<file path="src/rtl/iso7816_char_tx.sv">
// -----------------------------------------------------------------------------
// iso7816_char_tx
//
// Transmit half of an ISO 7816-3 T=0 character link, clocked by the card clock.
// Each accepted byte goes onto the open-drain I/O line as a start bit, 8 data
// bits (direct convention, LSB first) and an even-parity bit, followed by the
// guard time. The line is released during the guard time so the receiver can
// pull it low to signal a parity error, which triggers a retransmission.
//
// Configuration macro: ISO7816_TX_RETRY_EN
//   defined   - guard-time error sampling, ERR_WAIT and the retry counter exist.
//   undefined - DATA_IN is ignored, every frame ends in TX_DONE, TX_ERROR = 0.
//
// Ports:
//   CARD_CLK  in   card clock, all logic on its rising edge
//   RESET     in   asynchronous active-high reset (releases the line at once)
//   TX_VALID  in   byte offered (only looked at while idle)
//   TX_DATA   in   byte to send, captured on accept
//   TX_READY  out  high only while idle
//   DATA_OUT  out  line value when driven
//   DATA_OE   out  1 = drive DATA_OUT onto I/O, 0 = release (pull-up high)
//   DATA_IN   in   sampled I/O line, used for error detection
//   TX_DONE   out  one-cycle pulse, character accepted by the receiver
//   TX_ERROR  out  one-cycle pulse, retries exhausted, character dropped
// -----------------------------------------------------------------------------
module iso7816_char_tx #(
    parameter int ETU_CARD_CLK_COUNT = 372,
    parameter int GUARD_ETU          = 2,
    parameter int MAX_RETRIES        = 4
) (
    input  logic       CARD_CLK,
    input  logic       RESET,
    input  logic       TX_VALID,
    input  logic [7:0] TX_DATA,
    output logic       TX_READY,
    output logic       DATA_OUT,
    output logic       DATA_OE,
    input  logic       DATA_IN,
    output logic       TX_DONE,
    output logic       TX_ERROR
);

    localparam int              ETU_W      = $clog2(ETU_CARD_CLK_COUNT);
    localparam logic [ETU_W-1:0] ETU_LAST  = ETU_W'(ETU_CARD_CLK_COUNT - 1);
    localparam logic [3:0]      LAST_BIT   = 4'd9;
    // The bit index doubles as the ETU counter for the guard and error waits.
    localparam logic [3:0]      GUARD_LAST = 4'(GUARD_ETU - 1);

    typedef enum logic [1:0] {IDLE, SEND, GUARD, ERR_WAIT} state_t;

    state_t           state_q, state_d;
    logic [ETU_W-1:0] etu_q, etu_d;
    logic [3:0]       bit_q, bit_d;
    logic [7:0]       data_q, data_d;
    logic             ready_q, ready_d;
    logic             out_q, out_d;
    logic             oe_q, oe_d;
    logic             done_q, done_d;

    logic             etu_wrap;
    logic [3:0]       bit_next;
    logic [9:0]       frame_bits;

`ifdef ISO7816_TX_RETRY_EN
    localparam int RETRY_W = (MAX_RETRIES > 0) ? $clog2(MAX_RETRIES + 1) : 1;

    logic [RETRY_W-1:0] retry_q, retry_d;
    logic               high_seen_q, high_seen_d;   // line seen released in ERR_WAIT
    logic               error_q, error_d;
`else
    logic unused_retry_cfg;
    assign unused_retry_cfg = DATA_IN ^ (MAX_RETRIES != 0);
`endif

    assign etu_wrap   = (etu_q == ETU_LAST);
    assign bit_next   = bit_q + 4'd1;
    // Index 0 is the start bit, 9 is even parity over the data bits.
    assign frame_bits = {^data_q, data_q, 1'b0};

    always_comb begin
        state_d = state_q;
        etu_d   = etu_q;
        bit_d   = bit_q;
        data_d  = data_q;
        ready_d = ready_q;
        out_d   = out_q;
        oe_d    = oe_q;
        done_d  = 1'b0;
`ifdef ISO7816_TX_RETRY_EN
        retry_d     = retry_q;
        high_seen_d = high_seen_q;
        error_d     = 1'b0;
`endif
        unique case (state_q)
            IDLE: begin
                if (TX_VALID) begin
                    data_d  = TX_DATA;
                    etu_d   = '0;
                    bit_d   = 4'd0;
                    ready_d = 1'b0;
                    oe_d    = 1'b1;
                    out_d   = 1'b0;     // start bit goes out on the accept edge
                    state_d = SEND;
`ifdef ISO7816_TX_RETRY_EN
                    retry_d = '0;
`endif
                end
            end
            SEND: begin
                etu_d = etu_wrap ? '0 : etu_q + ETU_W'(1);
                if (etu_wrap) begin
                    if (bit_q == LAST_BIT) begin
                        bit_d   = 4'd0;
                        oe_d    = 1'b0;
                        out_d   = 1'b1;
                        state_d = GUARD;
                    end else begin
                        bit_d = bit_next;
                        out_d = frame_bits[bit_next];
                    end
                end
            end
            GUARD: begin
                etu_d = etu_wrap ? '0 : etu_q + ETU_W'(1);
                if (etu_wrap) begin
`ifdef ISO7816_TX_RETRY_EN
                    // The wrap at the end of the first guard ETU is the error sample.
                    if (bit_q == 4'd0 && !DATA_IN) begin
                        etu_d       = '0;
                        bit_d       = 4'd0;
                        high_seen_d = 1'b0;
                        state_d     = ERR_WAIT;
                    end else
`endif
                    if (bit_q == GUARD_LAST) begin
                        bit_d   = 4'd0;
                        ready_d = 1'b1;
                        done_d  = 1'b1;
                        state_d = IDLE;
                    end else begin
                        bit_d = bit_next;
                    end
                end
            end
            ERR_WAIT: begin
`ifdef ISO7816_TX_RETRY_EN
                if (!high_seen_q) begin
                    // Hold the ETU timer at zero until the receiver lets go.
                    if (DATA_IN) begin
                        high_seen_d = 1'b1;
                        etu_d       = '0;
                        bit_d       = 4'd0;
                    end
                end else begin
                    etu_d = etu_wrap ? '0 : etu_q + ETU_W'(1);
                    if (etu_wrap) begin
                        if (bit_q == 4'd1) begin
                            bit_d = 4'd0;
                            if (retry_q < RETRY_W'(MAX_RETRIES)) begin
                                retry_d = retry_q + RETRY_W'(1);
                                oe_d    = 1'b1;
                                out_d   = 1'b0;
                                state_d = SEND;
                            end else begin
                                ready_d = 1'b1;
                                error_d = 1'b1;
                                state_d = IDLE;
                            end
                        end else begin
                            bit_d = bit_next;
                        end
                    end
                end
`else
                ready_d = 1'b1;
                oe_d    = 1'b0;
                out_d   = 1'b1;
                state_d = IDLE;
`endif
            end
            default: state_d = IDLE;
        endcase
    end

    always_ff @(posedge CARD_CLK or posedge RESET) begin
        if (RESET) begin
            state_q <= IDLE;
            etu_q   <= '0;
            bit_q   <= 4'd0;
            data_q  <= 8'd0;
            ready_q <= 1'b1;
            out_q   <= 1'b1;
            oe_q    <= 1'b0;
            done_q  <= 1'b0;
`ifdef ISO7816_TX_RETRY_EN
            retry_q     <= '0;
            high_seen_q <= 1'b0;
            error_q     <= 1'b0;
`endif
        end else begin
            state_q <= state_d;
            etu_q   <= etu_d;
            bit_q   <= bit_d;
            data_q  <= data_d;
            ready_q <= ready_d;
            out_q   <= out_d;
            oe_q    <= oe_d;
            done_q  <= done_d;
`ifdef ISO7816_TX_RETRY_EN
            retry_q     <= retry_d;
            high_seen_q <= high_seen_d;
            error_q     <= error_d;
`endif
        end
    end

    assign TX_READY = ready_q;
    assign DATA_OUT = out_q;
    assign DATA_OE  = oe_q;
    assign TX_DONE  = done_q;
`ifdef ISO7816_TX_RETRY_EN
    assign TX_ERROR = error_q;
`else
    assign TX_ERROR = 1'b0;
`endif

endmodule

</file>
<file path="config.mk">
export PLATFORM = sky130hd
export DESIGN_NAME = iso7816_char_tx
export DESIGN_NICKNAME = d
export VERILOG_FILES = /design/src/rtl/iso7816_char_tx.sv
export SDC_FILE = /design/constraint.sdc
export NUM_CORES = 1
export LEC_CHECK = 0
export BUFFER_PORTS_ARGS = -buffer_cell sky130_fd_sc_hd__clkbuf_2
export CAP_MARGIN = 20
export CORE_UTILIZATION = 50
export CTS_BUF_LIST = sky130_fd_sc_hd__clkbuf_4 sky130_fd_sc_hd__clkbuf_8
export DETAILED_ROUTE_END_ITERATION = 8
export PLACE_DENSITY = 0.73
export REMOVE_ABC_BUFFERS = 1
export SLEW_MARGIN = 20
export SYNTH_ARGS = -nofsm -noshare
export SYNTH_HDL_FRONTEND = slang
export SYNTH_SLANG_ARGS = --single-unit
</file>
<file path="constraint.sdc">
create_clock -name CARD_CLK -period 1.9 [get_ports CARD_CLK]
set_input_delay 0.38 -clock CARD_CLK [delete_from_list [all_inputs] [get_ports CARD_CLK]]
set_output_delay 0.38 -clock CARD_CLK [all_outputs]
set_load 0.02 [all_outputs]
</file>
# After elaboration in Yosys (flattened, before gate mapping)
# Cells that the tools add are included.
totals:
  register_bits: 27
  in_bits: 12
  output_inout_bits: 5
  wordCells: 67
classes:
  addsub: 2
  n_lt_le_gt_ge: 1
  eq_ne: 11
  n_mux: 31
  n_reduce_logical: 14
op_table:
  columns: ["op", "count"]
  rows:
  - ["$mux 4", 5]
  - ["$mux 9", 2]
  - ["$pmux 9 s2", 1]
  - ["$mux 1", 12]
  - ["$pmux 4 s3", 1]
  - ["$reduce_and 4->1", 3]
  - ["$mux 2", 5]
  - ["$ne 2x2->1 const B", 5]
  - ["$add 9x1->9 const B", 1]
  - ["$eq 9x9->1 const B", 1]
  - ["$pmux 1 s3", 3]
  - ["$reduce_bool 3->1", 3]
  - ["$pmux 2 s4", 1]
  - ["$reduce_xor 8->1", 1]
  - ["$lt 4x5->1 const B", 1]
  - ["$reduce_and 5->1", 1]
  - ["$add 4x1->4 const B", 1]
  - ["$bmux 1 s4", 1]
  - ["$eq 2x2->1 const B", 2]
  - ["$eq 4x1->1 const B", 1]
  - ["$eq 4x4->1 const B", 1]
  - ["$reduce_and 2->1", 2]
  - ["$reduce_and 3->1", 1]
  - ["$eq 2x1->1 const B", 1]
  - ["3 further kinds", 3]

# Depth between registers and ports, before layout
logic_depth:
  word_depth: 6
  mapped_depth: 8
  mapped_depth_nobuf: 7

# Least setup slack after synthesis
# No wires, ideal clock.
synth_path:
  kind: "register to register"
  start: "register etu_q[0]"
  end: "register state_q[0]"
  setup_time_ps: 125
  arrival_time_ps: 1746
  required_ps: 1775
  setup_slack_ps: 30
  path_stages_with_launch: 6
  n_path_buf: 0
  period_less_slack_ps: 1870
  path_cell_list: "dfrtp_1 > ha_1 > nand3b_1 > or4_4 > a221oi_2 > mux2_2"
synth_via:
  elab_chain_len: 3
  elab_cells_between_ends: 4
  classes_between: "3 x eq/ne; 1 x reduce/logical"
synth_lines:
  columns: ["element", "line", "source"]
  rows:
  - ["start, declared", "52", "logic [ETU_W-1:0] etu_q, etu_d;"]
  - ["start signal, assigned", "202", "etu_q <= etu_d;"]
  - ["$eq 9x9->1 (*)", "75", "assign etu_wrap = (etu_q == ETU_LAST);"]
  - ["$ne 2x2->1 (no line)", null, null]
  - ["$reduce_and 5->1 (no line) (*)", null, null]
  - ["end signal, assigned", "201", "state_q <= state_d;"]
  - ["end, declared", "51", "state_t state_q, state_d;"]
# Every way passes the cells marked *; elsewhere a longest branch is shown, timed or not.
# A chain may end at the register's enable or synchronous reset.

# Worst setup path in the final report
layout_path:
  start: "register etu_q[0]"
  end: "register bit_q[0]"
layout_via:
  elab_chain_len: 3
  elab_cells_between_ends: 4
  classes_between: "3 x eq/ne; 1 x reduce/logical"
layout_lines:
  columns: ["element", "line", "source"]
  rows:
  - ["$eq 9x9->1 (*)", "75", null]
  - ["$ne 2x2->1 (no line)", null, null]
  - ["$reduce_and 4->1 (no line) (*)", null, null]
  - ["end signal, assigned", "203", "bit_q <= bit_d;"]
  - ["end, declared", "53", "logic [3:0] bit_q, bit_d;"]
# Marked as above.

==> run metrics <==
most used flip-flop cell after synthesis sky130_fd_sc_hd__dfrtp_1; io pins 17; leakage component of the power 0.877 nW; core area 0.00285 sq mm; CTS root buf sky130_fd_sc_hd__clkbuf_4; largest net degree at the start of global routing 28; Sum Neg Setup Slack 0 ps; final-stage net count 205; die outline area around 0.0033 sq mm; sequential cell area in the final layout just under 700 sq um; launching element type of the critical path register; chip height about 58 um; number of instances in the synthesized netlist 149; max frequency ~540 MHz; H-tree level count 1; Worst slew margin approximately 62%; Avg WL per Cell 13.8 um; vias in the first global route 1167; fin util 66.6%; number of cells after detailed placement 205; post-placement setup slack -13.9 ps; clock edge transition at the registers on the reported setup and hold paths 140 ps; result of the run complete, no violations; number of routed nets with antenna violations 0; critical path endpoint category register; met1 Use GR around 23%; count of state elements after synthesis 27; worst IR drop on VDD 970 uV; grt ovf 0; IO buf count 14; number of search-and-repair iterations in the first detailed-routing pass 4; clock period minus final worst setup slack 1850 ps; Critical Path Fanout Max 4; clock tree buffer depth 2; critical path required time 2130 ps; GRT Total Usage approximately a fifth; total design power between 2 and 3 mW; number of setup violations in the final report 0; Layout Cell Area excl Fill 0.00190 sq mm; Worst Path Arrival around 2100 ps; antenna violations before repair 0; CTS tree done; mean number of vias per cell around 5.5; proportion of synthesized flip-flops having asynchronous set or reset 100%; sequential area share after synthesis around 44%; Routability Congestion 0.881; Post-Syn Area 0.00156 sq mm; number of synthesized flops with an enable pin 0; Post-DP Area 0.00176 sq mm; met2 demand-to-capacity share in global routing 34.6%; total vias in the final route 1192; Min-Delay Path Class in -> async; warnings from Yosys 0; most crowded layer after global routing met2; power density over the cells 1560 mW/mm^2; final worst slack 45.4 ps; capture point of the worst reg-to-reg path bit_q[0]; antenna diode instance count 0; count of standard-cell rows 19; Final Max Slew Viols 0; combined area of the multi-input logic cells 876 sq um; worst-case hold slack 54.5 ps; Filler Cells Inserted 218; count of final hold-check violations 0; clock latency on the worst-skew pair 330 ps; worst reg-to-reg path cell count 7; Final Routed Wirelength 2980 um; unrepaired setup endpoints after global routing true; share of layout cells above drive strength 1 35.7%; met3 track demand over resource 4.24%; startpoint of the worst-slack reg-to-reg timing path etu_q[0]; part of the cycle the worst path needs 97.6%; post-synth cell types 43; kind of critical path reg -> reg; measured slew at the worst slew-check pin 558 ps; layout overhead on the synthesized area 22.0%; reg-to-reg slack, setup between 40 and 50 ps; number of max-cap violations 0; mean area per synthesized cell 10.4 sq um; number of design-rule violations left by the first detailed-router iteration 29; Initial Utilization 54.6%; sinks on the clock net 27; wire length of the first global-routing pass 4880 um; Remaining DRCs 0; DIE WIDTH 57.8 um; clock buffers created by TritonCTS 3; Clock Skews 7.56 ps; post-detail-place hpwl 2160 um; Finished Layout Cells 216
==> worst max-delay path by stage <==
stage / endpoint / start / cells past startpoint
2_1_floorplan: state_q[0] / etu_q[0] / 5
3_3_place_gp: state_q[0] / etu_q[0] / 5
3_5_place_dp: state_q[0] / etu_q[0] / 5
4_1_cts: bit_q[0] / etu_q[0] / 7
5_1_grt: bit_q[0] / etu_q[0] / 7
6_report: bit_q[0] / etu_q[0] / 7
==> cell families after synthesis <==
kind of cell,count (synthesis),synth area share [%]
AO/OA/AOI/OAI,23,11.4
AND/OR/NAND/NOR,47,15.5
adder cells (fa/ha/maj),7,5.63
other,1,0.241
flip-flops,27,43.6
buffers and inverters,14,3.62
multiplexers,15,11.6
XOR/XNOR,15,8.44
==> cell usage in the layout (no fill, tap or decap), drive strengths merged, types with 4 or more instances in the layout <==
cell	netlist	final
xor2	5	5
inv	11	11
buf	1	21
dfrtp	25	25
xnor2	10	10
o21ai	7	7
ha	7	7
clkbuf	2	18
nand2b	4	4
nor2	12	12
nand2	13	13
mux2	11	11
==> routing by layer <==
metal,routed length (um),vias to the layer above
met4,61,0
met3,77,10
met2,1560,18
met1,1290,577
li1,-,587
met5,0,-
==> what timing repair did <==
action,CTS,global route
endpoints found under the hold margin,0,0
endpoints found under the setup margin,2,6
resized for setup,2,12
pin swaps,0,2
buffers inserted,2,5
hold buffers,0,0
==> power by group <==
group	switching, mW	internal, mW
registers	0.140	0.769
clock network	0.168	0.0966
logic	0.845	0.950
==> synth_stat cells, types with 2 or more instances <==
cell	count	area (sq um)
sky130_fd_sc_hd__o21ai_0	6	30.0
sky130_fd_sc_hd__o21a_1	2	15.0
sky130_fd_sc_hd__dfrtp_1	25	626
sky130_fd_sc_hd__nor4_1	2	12.5
sky130_fd_sc_hd__clkbuf_1	2	7.51
sky130_fd_sc_hd__nand2_1	13	48.8
sky130_fd_sc_hd__mux2i_1	3	30.0
sky130_fd_sc_hd__mux2_2	10	113
sky130_fd_sc_hd__xnor2_1	10	87.6
sky130_fd_sc_hd__inv_1	11	41.3
sky130_fd_sc_hd__ha_1	7	87.6
sky130_fd_sc_hd__nand3b_1	3	22.5
sky130_fd_sc_hd__a21oi_1	2	10.0
sky130_fd_sc_hd__xor2_1	5	43.8
sky130_fd_sc_hd__nand2b_1	4	25.0
sky130_fd_sc_hd__nor2_1	12	45.0
sky130_fd_sc_hd__o31ai_1	2	15.0
sky130_fd_sc_hd__dfstp_2	2	52.6
sky130_fd_sc_hd__nand4_1	3	18.8
sky130_fd_sc_hd__nand3_1	2	10.0
==> worst max-delay path, stage by stage (launching register included) <==
cell and delay, ps:
sky130_fd_sc_hd__dfrtp_1 380, sky130_fd_sc_hd__ha_2 180, sky130_fd_sc_hd__nand3b_1 100, sky130_fd_sc_hd__or4_4 480
sky130_fd_sc_hd__a211oi_4 300, sky130_fd_sc_hd__buf_6 160, sky130_fd_sc_hd__buf_4 100, sky130_fd_sc_hd__mux2i_1 60
==> final cells by class <==
cell class / count / area share, %
clock buffers: 4 / 1.58
inverters: 11 / 2.17
multi-input cells: 108 / 46.1
flip-flops and latches: 27 / 35.7
well taps: 31 / 2.04
repair buffers: 35 / 12.4
==> registers in the layout (all words and copies together) (netlist names) <==
signal    flops
bit_q         4
state_q       2
DATA_OUT      1
TX_READY      1
DATA_OE       1
data_q        8
etu_q         9
TX_DONE       1
Note: power is estimated with default switching activity, not from simulation.
